<file path="src/rtl/fetch_unit.sv">
// fetch_unit: instruction fetch stage that shares one memory port and feeds decode via valid/ready.
// Define FETCH_STATS_EN to add the o_stall_cnt / o_flush_cnt statistics ports.
module fetch_unit #(
  parameter int          DEPTH    = 4,
  parameter logic [31:0] RESET_PC = 32'h0000_0000
) (
  input  logic        i_clk,
  input  logic        i_rst,
  input  logic        i_redirect,
  input  logic [31:0] i_redirect_pc,
  output logic        o_mem_req,
  output logic [31:0] o_mem_addr,
  input  logic        i_mem_ack,
  input  logic [15:0] i_mem_data,
  output logic        o_valid,
  output logic [15:0] o_ir,
  output logic [31:0] o_pc,
`ifdef FETCH_STATS_EN
  input  logic        i_ready,
  output logic [31:0] o_stall_cnt,
  output logic [15:0] o_flush_cnt
`else
  input  logic        i_ready
`endif
);

  localparam int          AW         = $clog2(DEPTH);
  localparam logic [AW+1:0] L_DEPTH  = (AW+2)'(DEPTH);
  localparam logic [31:0] L_START_PC = RESET_PC & 32'hFFFF_FFFE;

  localparam logic [1:0] S_IDLE  = 2'd0;
  localparam logic [1:0] S_REQ   = 2'd1;
  localparam logic [1:0] S_FLUSH = 2'd2;

  logic [1:0]    r_state;
  logic [31:0]   r_fetchPc;
  logic [31:0]   r_memAddr;
  logic [AW-1:0] r_wrPtr;
  logic [AW-1:0] r_rdPtr;
  logic [AW:0]   r_memCount;
  logic          r_valid;
  logic [15:0]   r_ir;
  logic [31:0]   r_pc;
  logic [47:0]   r_mem [DEPTH];

  logic          w_pop;
  logic          w_push;
  logic          w_advance;
  logic [AW+1:0] w_total;
  logic [AW+1:0] w_totalNext;
  logic          w_space;
  logic [1:0]    w_stateNext;
  logic [31:0]   w_fetchPcNext;
  logic [31:0]   w_redirectPc;
  logic [47:0]   w_head;

  assign w_redirectPc = i_redirect_pc & 32'hFFFF_FFFE;
  assign w_pop        = r_valid & i_ready;
  assign w_push       = (r_state == S_REQ) & i_mem_ack & ~i_redirect;
  // The output register is the visible head; it refills from storage when empty or consumed.
  assign w_advance    = ~i_redirect & (r_memCount != '0) & (~r_valid | w_pop);
  assign w_head       = r_mem[r_rdPtr];

  always_comb begin
    w_total = {1'b0, r_memCount} + {{(AW+1){1'b0}}, r_valid};
    if (i_redirect) begin
      w_totalNext = '0;
    end else begin
      w_totalNext = w_total - {{(AW+1){1'b0}}, w_pop} + {{(AW+1){1'b0}}, w_push};
    end
    w_space = (w_totalNext < L_DEPTH);
  end

  always_comb begin
    w_fetchPcNext = r_fetchPc;
    if (i_redirect) begin
      w_fetchPcNext = w_redirectPc;
    end else if (w_push) begin
      w_fetchPcNext = r_fetchPc + 32'd2;
    end
  end

  // FLUSH keeps the abandoned request alive until memory acknowledges it.
  always_comb begin
    w_stateNext = r_state;
    case (r_state)
      S_IDLE: begin
        w_stateNext = w_space ? S_REQ : S_IDLE;
      end
      S_REQ: begin
        if (i_mem_ack) begin
          w_stateNext = (i_redirect || !w_space) ? S_IDLE : S_REQ;
        end else begin
          w_stateNext = i_redirect ? S_FLUSH : S_REQ;
        end
      end
      S_FLUSH: begin
        if (i_mem_ack) begin
          w_stateNext = w_space ? S_REQ : S_IDLE;
        end
      end
      default: begin
        w_stateNext = S_IDLE;
      end
    endcase
  end

  always_ff @(posedge i_clk or negedge i_rst) begin
    if (!i_rst) begin
      r_state    <= S_IDLE;
      r_fetchPc  <= L_START_PC;
      r_memAddr  <= L_START_PC;
      r_wrPtr    <= '0;
      r_rdPtr    <= '0;
      r_memCount <= '0;
      r_valid    <= 1'b0;
      r_ir       <= '0;
      r_pc       <= '0;
    end else begin
      r_state   <= w_stateNext;
      r_fetchPc <= w_fetchPcNext;
      if (w_stateNext == S_REQ) begin
        r_memAddr <= w_fetchPcNext;
      end

      if (i_redirect) begin
        r_wrPtr    <= '0;
        r_rdPtr    <= '0;
        r_memCount <= '0;
        r_valid    <= 1'b0;
      end else begin
        if (w_push) begin
          r_wrPtr <= r_wrPtr + AW'(1);
        end
        if (w_advance) begin
          r_rdPtr <= r_rdPtr + AW'(1);
        end
        r_memCount <= r_memCount + (AW+1)'(w_push) - (AW+1)'(w_advance);
        if (w_advance) begin
          r_valid <= 1'b1;
          r_pc    <= w_head[47:16];
          r_ir    <= w_head[15:0];
        end else if (w_pop) begin
          r_valid <= 1'b0;
        end
      end
    end
  end

  always_ff @(posedge i_clk) begin
    if (w_push) begin
      r_mem[r_wrPtr] <= {r_fetchPc, i_mem_data};
    end
  end

  assign o_mem_req  = (r_state != S_IDLE);
  assign o_mem_addr = r_memAddr;
  assign o_valid    = r_valid;
  assign o_ir       = r_ir;
  assign o_pc       = r_pc;

`ifdef FETCH_STATS_EN
  logic [31:0] r_stallCnt;
  logic [15:0] r_flushCnt;

  // Both counters stick at all-ones rather than wrapping.
  always_ff @(posedge i_clk or negedge i_rst) begin
    if (!i_rst) begin
      r_stallCnt <= '0;
      r_flushCnt <= '0;
    end else begin
      if (i_ready && !r_valid && !i_redirect && (r_stallCnt != '1)) begin
        r_stallCnt <= r_stallCnt + 32'd1;
      end
      if (i_redirect && (r_flushCnt != '1)) begin
        r_flushCnt <= r_flushCnt + 16'd1;
      end
    end
  end

  assign o_stall_cnt = r_stallCnt;
  assign o_flush_cnt = r_flushCnt;
`endif

endmodule

</file>
<file path="config.mk">
export PLATFORM = sky130hd
export DESIGN_NAME = fetch_unit
export DESIGN_NICKNAME = d
export VERILOG_FILES = /design/src/rtl/fetch_unit.sv
export SDC_FILE = /design/constraint.sdc
export NUM_CORES = 1
export LEC_CHECK = 0
export CAP_MARGIN = 30
export CORE_MARGIN = 2
export CORE_UTILIZATION = 29
export CTS_CLUSTER_SIZE = 30
export DETAILED_ROUTE_END_ITERATION = 10
export SETUP_SLACK_MARGIN = 0.5
export SYNTH_ARGS = -nofsm -noshare
export SYNTH_HDL_FRONTEND = slang
export SYNTH_SLANG_ARGS = --single-unit
</file>
<file path="constraint.sdc">
create_clock -name i_clk -period 6.4 [get_ports i_clk]
set_input_delay 0.64 -clock i_clk [delete_from_list [all_inputs] [get_ports i_clk]]
set_output_delay 0.64 -clock i_clk [all_outputs]
set_load 0.01 [all_outputs]
</file>
Yosys cells after proc, flatten, opt, wreduce, memory -nomap -nowiden
Memories as Yosys holds them, arrays and structs flattened. A register that Yosys moved wholly into a read port is not among the register bits.
Index checks and enable logic that the tools add are counted.

storage, ports and cells
  input bits = 53
  logic and storage cells = 57
  memories = 1
  bits in registers = 74
  memory bits (writable) = 192
  bits in latches = 0
  output and inout port bits = 82
  ROM bits = 0

operators by class
  multipliers = 0
  bitwise gates (word level) = 8
  multiplexer cells = 19
  $lt $le $gt $ge = 1
  div/mod/pow operators = 0
  shift-type cells = 0
  add/sub/neg operators = 8
  equal/unequal tests = 3
  reduce and logical (&&, ||, !) cells = 10

memory list
  name   depth  bits a word  rd ports  clocked after Yosys merged registers in  wr ports  line  RTL
  r_mem  4      48           1         1                                        1         44    logic [47:0] r_mem [DEPTH];

operators with widths
  operator                                                               number
  32-bit 2-to-1 mux                                                      2
  32-bit by 2-bit adder with 32-bit output (second input constant)       1
  2-bit 2-to-1 mux                                                       7
  1-bit 2-to-1 mux                                                       7
  2-bit case mux with 3 select lines                                     1
  2-bit nonzero test                                                     3
  3-bit nonzero test                                                     2
  1-bit bitwise AND                                                      5
  2-bit by 1-bit adder with 2-bit output (second input constant)         2
  3-bit by 1-bit adder with 4-bit output                                 1
  4-bit by 1-bit adder with 4-bit output                                 1
  2-bit by 1-bit == test with 1-bit output (second input constant)       2
  4-bit by 3-bit < comparator with 1-bit output (second input constant)  1
  4-bit 2-to-1 mux                                                       1
  4-bit by 1-bit subtractor with 4-bit output                            1
  3-bit by 1-bit adder with 3-bit output                                 1
  3-bit 2-to-1 mux                                                       1
  3-bit by 1-bit subtractor with 3-bit output                            1
  2-bit == test (second input constant)                                  1
  1-bit zero test                                                        2
  2-bit zero test                                                        1
  1-bit NOT                                                              2
  2-bit AND reduction                                                    1
  1-bit logical OR                                                       1
  1-bit OR                                                               1

Depth between registers and ports, before layout
Gate-level depths: netlist of run 1.

  depth in word-level cells = 12
  mapped depth = 10
  mapped depth without buffers = 9

Worst setup path after synthesis of run 1
OpenSTA, ideal clock, no wires.

  kind = input to register
  start point = in i_redirect
  end point = reg r_memCount[1]
  library setup time = 132 ps
  buffers on the path = 2
  arrival = 2541 ps
  path slack = 3726 ps
  required time = 6268 ps
  stages on the path = 8
  cell sequence = clkbuf_1 -> nor3b_1 -> clkbuf_1 -> nand2_1 -> nand2_1 -> ha_1 -> fa_1 -> nor2b_1

on the way
  cells in the longest elaborated chain, start to end = 5
  elaborated cells between the ends (all ways) = 7
  those cells by class = add/sub: 2; mux: 1; bitwise: 4

RTL lines
  what                                                                         line     RTL
  start, declared                                                              9        input logic i_redirect,
  1-bit NOT (no source line)                                                   n/a
  1-bit bitwise AND (on tied branches)                                         59, 61
  3-bit by 1-bit adder with 3-bit output or 1-bit bitwise AND (tied branches)  138, 61
  3-bit by 1-bit subtractor with 3-bit output                                  138      r_memCount <= r_memCount + (AW+1)'(w_push) - (AW+1)'(w_advance);
  3-bit 2-to-1 mux *                                                           126      if (i_redirect) begin
  end signal, assigned                                                         138
  end, declared                                                                40       logic [AW:0] r_memCount;

Every way passes the cells marked *; elsewhere a longest branch is shown, timed or not.
A chain may end at the register's enable or synchronous reset.

Worst setup path in the final report of run 1
  start point = in i_ready
  end point = reg r_memAddr[20] (netlist: o_mem_addr[20])

on the way
  cells in the longest elaborated chain, start to end = 11
  elaborated cells between the ends (all ways) = 13
  those cells by class = add/sub: 2; order compare: 1; eq/ne: 1; mux: 6; bitwise: 1; reduce/logical: 2

RTL lines
  what                                             line  RTL
  start, declared                                  23    input logic i_ready
  1-bit bitwise AND *                              58    assign w_pop = r_valid & i_ready;
  4-bit by 1-bit subtractor with 4-bit output *    69    w_totalNext = w_total - {{(AW+1){1'b0}}, w_pop} + {{(AW+1){1'b0}}, w_push};
  4-bit by 1-bit adder with 4-bit output *         69
  4-bit 2-to-1 mux *                               66    if (i_redirect) begin
  4-bit by 3-bit < comparator with 1-bit output *  71    w_space = (w_totalNext < L_DEPTH);
  1-bit zero test                                  92    w_stateNext = (i_redirect || !w_space) ? S_IDLE : S_REQ;
  1-bit logical OR                                 92
  1-bit 2-to-1 mux                                 92
  2-bit 2-to-1 mux                                 91    if (i_mem_ack) begin
  2-bit case mux with 3 select lines *             86    case (r_state)
  2-bit by 1-bit == test with 1-bit output *       122   if (w_stateNext == S_REQ) begin
  end signal, assigned                             123   r_memAddr <= w_fetchPcNext;
  end, declared                                    37    logic [31:0] r_memAddr;

Marks and branches as above.

==> impl_results.md, run 1 <==
* Worst-path fanout max at 28
* All-Layer GR Usage at 13.1%
* Storage cell area at 8820 µm²
* DR WL/cell at 19.6 µm
* Top_reg_cell synth: edfxtp_1
* Worst R2R Start: o_valid$_DFFE_PN0P_
* First-pass DRT Iterations at 4
* Syn_area_per_cell at 17.8 µm²
* Iter 0 DRT Violations at 347
* Status: complete, no violations
* TritonCTS clock tree: built
* Clock latency on the worst-skew pair at 0.56 ns
* Root buf cell: clkbuf_16
* Via count at 6504
* GRT overflow at 0
* Placer congestion estimate at 0.718
* Die height at 210 µm
* Final number of hold-violating endpoints at 0
* CP startpoint kind: input port
* First-pass GRT wire length at 42.9 mm
* PD cells at 430 nW/µm²
* Die Span X at 210 µm
* CP most frequent cell: ha_1
* CTS max path bufs at 3
* CP max-delay cell: o31ai_4
* Vias in the first global route at 6885
* DRT antenna net count at 0
* Max-slew violation total from the final report at 0
* Layout cells sized above 1 at 21.7%
* Post-Syn Area at 12300 µm²
* Worst min-delay path class: in -> async
* CTS Buf Count at 37
* Layout fillers at 3948
* Sink Count at 314
* Post-synth ARST share at 38.9%
* Post-DR vias/cell at 4.60
* Fin Hold WS at 0.128 ns
* Max Clock Freq at 337 MHz
* Crit Path Class: in -> reg
* Core area at 41900 µm²
* Initial Utilization at 29.4%
* DP HPWL at 16.7 mm
* CP peak stage delay at 0.49 ns
* DRC at 0
* Critical path endpoint category: flop
* Worst slew margin at 42.0%
* Ant diodes at 0
* Synth Net Count at 755
* Min Clock Period, post-route at 2.96 ns
* Hold_buf cts at 0
* Port bufs at 133
* Initial antenna violation count at 0
* Final period util at 46.3%
* Least-Margin Pin Slew at 0.870 ns
* Worst r2r path cells at 9
* FP Rows at 75
* # IOs at 135
* RSZ-0062 raised after global routing: no
* Internal reg-to-reg setup slack at 3.55 ns
* Post-CTS setup buffers at 0
* Setup-failing EPs final at 0
* Final layout net count at 909
* Synth warn at 0
* Clk slew on worst S/H paths at 0.06 ns
* Setup TNS Final at 0 ns
* Cts repair resizes at 0
* Yosys reg bits at 314
* Area Overhead vs Synth at 25.8%
* Worst R2R End: o_mem_addr[20]$_DFFE_PN0N_
* Peak supply drop at 0.169 mV
* Register area share after synthesis at 71.4%
* Number of enable flip-flop cells after synthesis at 192
* Multi-input gate area at 3380 µm²
* Critical Path RT at 6.84 ns
* Final WL at 27.7 mm
* H-tree Lvls at 2
* CP Cell Sequence: clkdlybuf4s50_1 -> and2_1 -> ha_1 -> inv_1 -> ha_1 -> a31oi_1 -> a21oi_1 -> o31ai_4 -> inv_2 -> mux2_1
* Mapped Cells at 692
* Setup Skew at 0.0269 ns
* Crit path DAT at 3.40 ns
* Synth unique cells at 51
* Die Footprint at 44200 µm²
* Max Cap Viol at 0
* Largest net degree at the start of global routing at 66
* Leakage at 0.00547 µW
-- stage by stage --
step	instance area, µm²	util (%)	cells	total power (µW)	setup WS [ns]
after detailed placement	14300	34.1	1346	4650	2.79
final	15500	37.0	1413	6670	3.44
after CTS	15500	37.0	1413	6810	3.39
after floorplan	12300	-	692	3760	3.73
after global routing	15500	37.0	1413	7030	3.19
after global placement	14300	34.1	1346	4630	2.83
-- cells in the mapped netlist, types with 2 or more instances --
cell type | count | share of area [%]
edfxtp_1 | 192 | 47
dfrtp_1 | 122 | 25
mux2_2 | 59 | 5.4
mux4_2 | 48 | 8.8
nand2_1 | 48 | 1.5
mux2_1 | 24 | 2.2
clkbuf_1 | 23 | 0.70
xor2_1 | 17 | 1.2
xnor2_1 | 15 | 1.1
nor2_1 | 13 | 0.40
o21ai_0 | 13 | 0.53
o21ai_1 | 13 | 0.53
nand3_1 | 12 | 0.49
nand4_1 | 10 | 0.51
ha_1 | 9 | 0.91
inv_1 | 9 | 0.27
and2_1 | 6 | 0.30
and3_1 | 6 | 0.30
nor3_1 | 5 | 0.20
nor4_1 | 4 | 0.20
a21oi_1 | 3 | 0.12
nand2b_1 | 3 | 0.15
nor2b_1 | 3 | 0.15
or2_2 | 3 | 0.15
buf_6 | 2 | 0.18
nand3b_1 | 2 | 0.12
nor4_2 | 2 | 0.20
o211ai_1 | 2 | 0.12
o21ai_2 | 2 | 0.14
-- flip-flops by register name (all words and copies together) (netlist names), 2 cells and up --
| signal | flops |
|---|---|
| r_state | 2 |
| r_wrPtr | 2 |
| r_memCount | 3 |
| o_ir | 16 |
| o_pc | 32 |
| r_rdPtr | 2 |
| o_mem_addr | 32 |
| r_fetchPc | 32 |
| r_mem | 192 |
-- worst max-delay path, delay by kind of cell --
kind	cells	cell delay [ns]
buffers and inverters	3	0.94
muxes	1	0.43
adders and majority gates	2	0.41
and+or+nand+nor	1	0.13
AOI/OAI and AO/OA	3	0.82
-- routing by layer --
layer  track usage [%]  wire (µm)  up-vias
met4              5.28        797        0
met1              18.1      13100     3340
met2              20.1      12600      149
met3              2.70       1310       52
met5                 0          0        -
li1                  -          -     2963
-- placed cells by master, fill, tap and decap left out, types with 10 or more instances in the layout --
master / count
edfxtp_1: 192
clkdlybuf4s50_1: 131
dfrtp_1: 120
mux2_2: 59
nand2_1: 48
mux4_2: 48
clkbuf_16: 37
mux2_1: 24
xor2_1: 17
xnor2_1: 15
nor2_1: 13
o21ai_1: 13
o21ai_0: 13
nand3_1: 12
clkbuf_1: 12
nand4_1: 10
-- power breakdown --
part | switching [µW] | internal [µW] | leakage (µW) | total (µW)
sequential | 268 | 2530 | 0.00321 | 2800
clock | 830 | 1290 | 0.000594 | 2120
combinational | 734 | 1020 | 0.00166 | 1750
-- cell type report --
class,count,share of cell area (%)
multi-input cells,341,21.8
repair buffers,142,8.98
clock inverters,17,1.50
inverters,10,0.242
flip-flops and latches,314,56.8
clock buffers,50,6.34
well taps,539,4.34
-- kinds of logic after synthesis --
logic type | share of synthesized area, %
xor gates and xnor gates | 2.27
buffers and inverters | 1.26
DFF | 71.4
muxes | 16.4
AOI/OAI and AO/OA | 1.92
adders and majority gates | 1.07
and+or+nand+nor | 5.66
-- worst max-delay path by stage --
stage               start                          to  slack (ns)  depth (start not counted)
6_report          i_ready  o_mem_addr[20]$_DFFE_PN0N_        3.44                         10
4_1_cts           i_ready   o_mem_addr[4]$_DFFE_PN0N_        3.39                         10
5_1_grt           i_ready  o_mem_addr[21]$_DFFE_PN0N_        3.19                         10
3_3_place_gp      i_ready  o_mem_addr[26]$_DFFE_PN0N_        2.83                         10
2_1_floorplan  i_redirect     r_memCount[1]$_DFF_PN0_        3.73                          8
3_5_place_dp      i_ready  o_mem_addr[22]$_DFFE_PN0N_        2.79                         10
No activity file was read; power rests on OpenSTA's default activity.
==> run 2, diff against run 1 <==
==> constraint.sdc (replaced) <==
create_clock -name i_clk -period 2.6 [get_ports i_clk]
set_input_delay 0.26 -clock i_clk [delete_from_list [all_inputs] [get_ports i_clk]]
set_output_delay 0.26 -clock i_clk [all_outputs]
set_load 0.01 [all_outputs]
==> impl_results.md, run 2 (synthesis results as in run 1) <==
* Crit path DAT at 2.73 ns (-0.67 ns)
* Port bufs at 133 (unchanged)
* Max-slew violation total from the final report at 0 (unchanged)
* Setup Skew at 0.0227 ns (-0.00426 ns)
* Most frequent cells in the layout: edfxtp_1 (192), clkdlybuf4s50_1 (130), dfrtp_1 (112)
* PD cells at 1070 nW/µm² (+150%)
* CTS max path bufs at 3 (unchanged)
* # IOs at 135 (unchanged)
* H-tree Lvls at 2 (unchanged)
* All-Layer GR Usage at 13.0% (-0.017 points)
* Clock latency on the worst-skew pair at 0.55 ns (about the same)
* Status: complete, no violations
* Post-DR vias/cell at 4.57 (-0.62%)
* Die Span X at 210 µm (unchanged)
* Setup-failing EPs final at 0 (unchanged)
* Worst slew margin at 70.6% (+29 points)
* Critical Path RT at 3.02 ns (-3.82 ns)
* CTS Buf Count at 37 (unchanged)
* Least-Margin Pin Slew at 0.440 ns (-0.429 ns)
* RSZ-0062 raised after global routing: yes
* Max FFs per register at 192 (unchanged)
* Crit Path Class: reg -> reg
* DR WL/cell at 19.6 µm (about the same)
* Leakage at 0.00588 µW (+7.4%)
* Critical path endpoint category: flop
* Worst min-delay path class: in -> async
* DRC at 0 (unchanged)
* Iter 0 DRT Violations at 310 (-11%)
* Pwr Total at 17400 µW (+160%)
* Layout cells sized above 1 at 30.9% (+9.2 points)
* Vias in the first global route at 7070 (+2.7%)
* Ant diodes at 0 (unchanged)
* Max Clock Freq at 433 MHz
* Core area at 41900 µm² (unchanged)
* Root buf cell: clkbuf_16
* Peak supply drop at 0.489 mV (+190%)
* DRT antenna net count at 0 (unchanged)
* Max Cap Viol at 0 (unchanged)
* FP Rows at 75 (unchanged)
* DP HPWL at 17.4 mm (+4.6%)
* Via count at 6651 (+2.3%)
* Final number of hold-violating endpoints at 0 (unchanged)
* TritonCTS clock tree: built
* Die height at 210 µm (unchanged)
* Multi-input gate area at 3570 µm² (+5.4%)
* Initial Utilization at 29.4% (unchanged)
* Placer congestion estimate at 0.737 (+2.7%)
* Die Footprint at 44200 µm² (unchanged)
* Area Overhead vs Synth at 31.7%
* GRT overflow at 0 (unchanged)
* Area post-placement at 14600 µm² (+2.3%)
* Final period util at 88.8%
* Final core occ at 38.8% (+1.8 points)
* Clk slew on worst S/H paths at 0.06 ns (about the same)
* Initial antenna violation count at 0 (unchanged)
* CP startpoint kind: flop
* Worst-path fanout max at 7 (-75%)
* Min Clock Period, post-route at 2.31 ns
* Storage cell area at 8830 µm² (+0.11%)
* Largest net degree at the start of global routing at 61 (-7.6%)
* Largest Register: r_mem
* Final WL at 28.6 mm (+3.0%)
* Sink Count at 314 (unchanged)
* Layout fillers at 3850 (-2.5%)
* First-pass GRT wire length at 42.9 mm (about the same)
* Final layout net count at 950 (+4.5%)
* Commonest non-fill, non-tap cell in the layout: edfxtp_1
* First-pass DRT Iterations at 4 (unchanged)
* Fin area at 16300 µm² (+4.7%)
## run 2: cell count changes in the layout (fill, tap and decap cells not counted), sizes merged
cell / previous run / this run
clkbuf: 50 / 46
dlygate4sd3: 0 / 1
clkinvlp: 0 / 2
buf: 11 / 50
clkinv: 11 / 13
bufinv: 5 / 4
dlygate4sd2: 0 / 1
inv: 11 / 13
clkdlybuf4s50: 131 / 130
## run 2: final timing paths
path	from	to	slack (ns)	cells past startpoint
min in group i_clk	i_redirect	r_wrPtr[1]$_DFFE_PN0P_	0.24	3
hold / removal	i_rst	o_ir[12]$_DFFE_PN0P_	0.22	2
max in group asynchronous	i_rst	o_pc[23]$_DFFE_PN0P_	1.63	3
setup / recovery	o_valid$_DFFE_PN0P_	o_mem_addr[6]$_DFFE_PN0N_	0.29	11
setup reg to reg	o_valid$_DFFE_PN0P_	o_mem_addr[6]$_DFFE_PN0N_	0.29	11
hold reg to reg	o_ir[10]$_DFFE_PN0P_	o_ir[10]$_DFFE_PN0P_	0.50	1
## run 2: timing repair
action	4_1_cts	5_1_grt
buffers inserted	7	3
pin swaps	0	3
hold buffers	1	0
gates resized for setup	14	44
cloned	2	1
hold endpoints to repair	34	0
setup endpoints to repair	34	39
## run 2: metal layers
metal	vias to the layer above	part of all wire, %	track usage, %
li1	3041	-	-
met1	3403	48	18.2
met2	168	45	20.1
met3	39	4.7	2.95
met4	0	2.2	4.40
met5	-	0	0
## run 2: where the power goes
part           switching (µW)  leakage, µW  total, µW  internal (µW)
clock                    2080     0.000611       5220           3130
combinational            2130      0.00206       5350           3210
sequential                614      0.00320       6860           6240
total                    4830      0.00588      17400          12600
## run 2: layout make-up
class                      count  area share (%)
multi-input combinational    341            21.9
clock buffer                  45            6.06
inverter                      10           0.231
clock inverter                22            1.55
sequential                   314            54.3
timing repair buffer         183            11.8
tap                          539            4.15
## run 2: worst max-delay path, cell delays in order (launching register included)
cell	delay (ns)
dfrtp_1	0.34
and2_4	0.15
ha_4	0.12
inv_2	0.04
ha_4	0.26
o211ai_1	0.09
and4b_1	0.24
o31ai_4	0.26
inv_2	0.09
buf_6	0.14
clkbuf_16	0.16
mux2_4	0.30
## run 2: through the flow
stage / TNS [ns] / hold slack, ns / setup slack, ns / instances
after floorplan: 0 / -0.0356 / 0.191 / 692
after global placement: -0.301 / 0.228 / -0.0244 / 1373
after detailed placement: -1.16 / 0.230 / -0.0703 / 1373
after CTS: 0 / 0.197 / 0.275 / 1450
after global routing: 0 / 0.219 / 0.208 / 1454
final: 0 / 0.220 / 0.291 / 1454
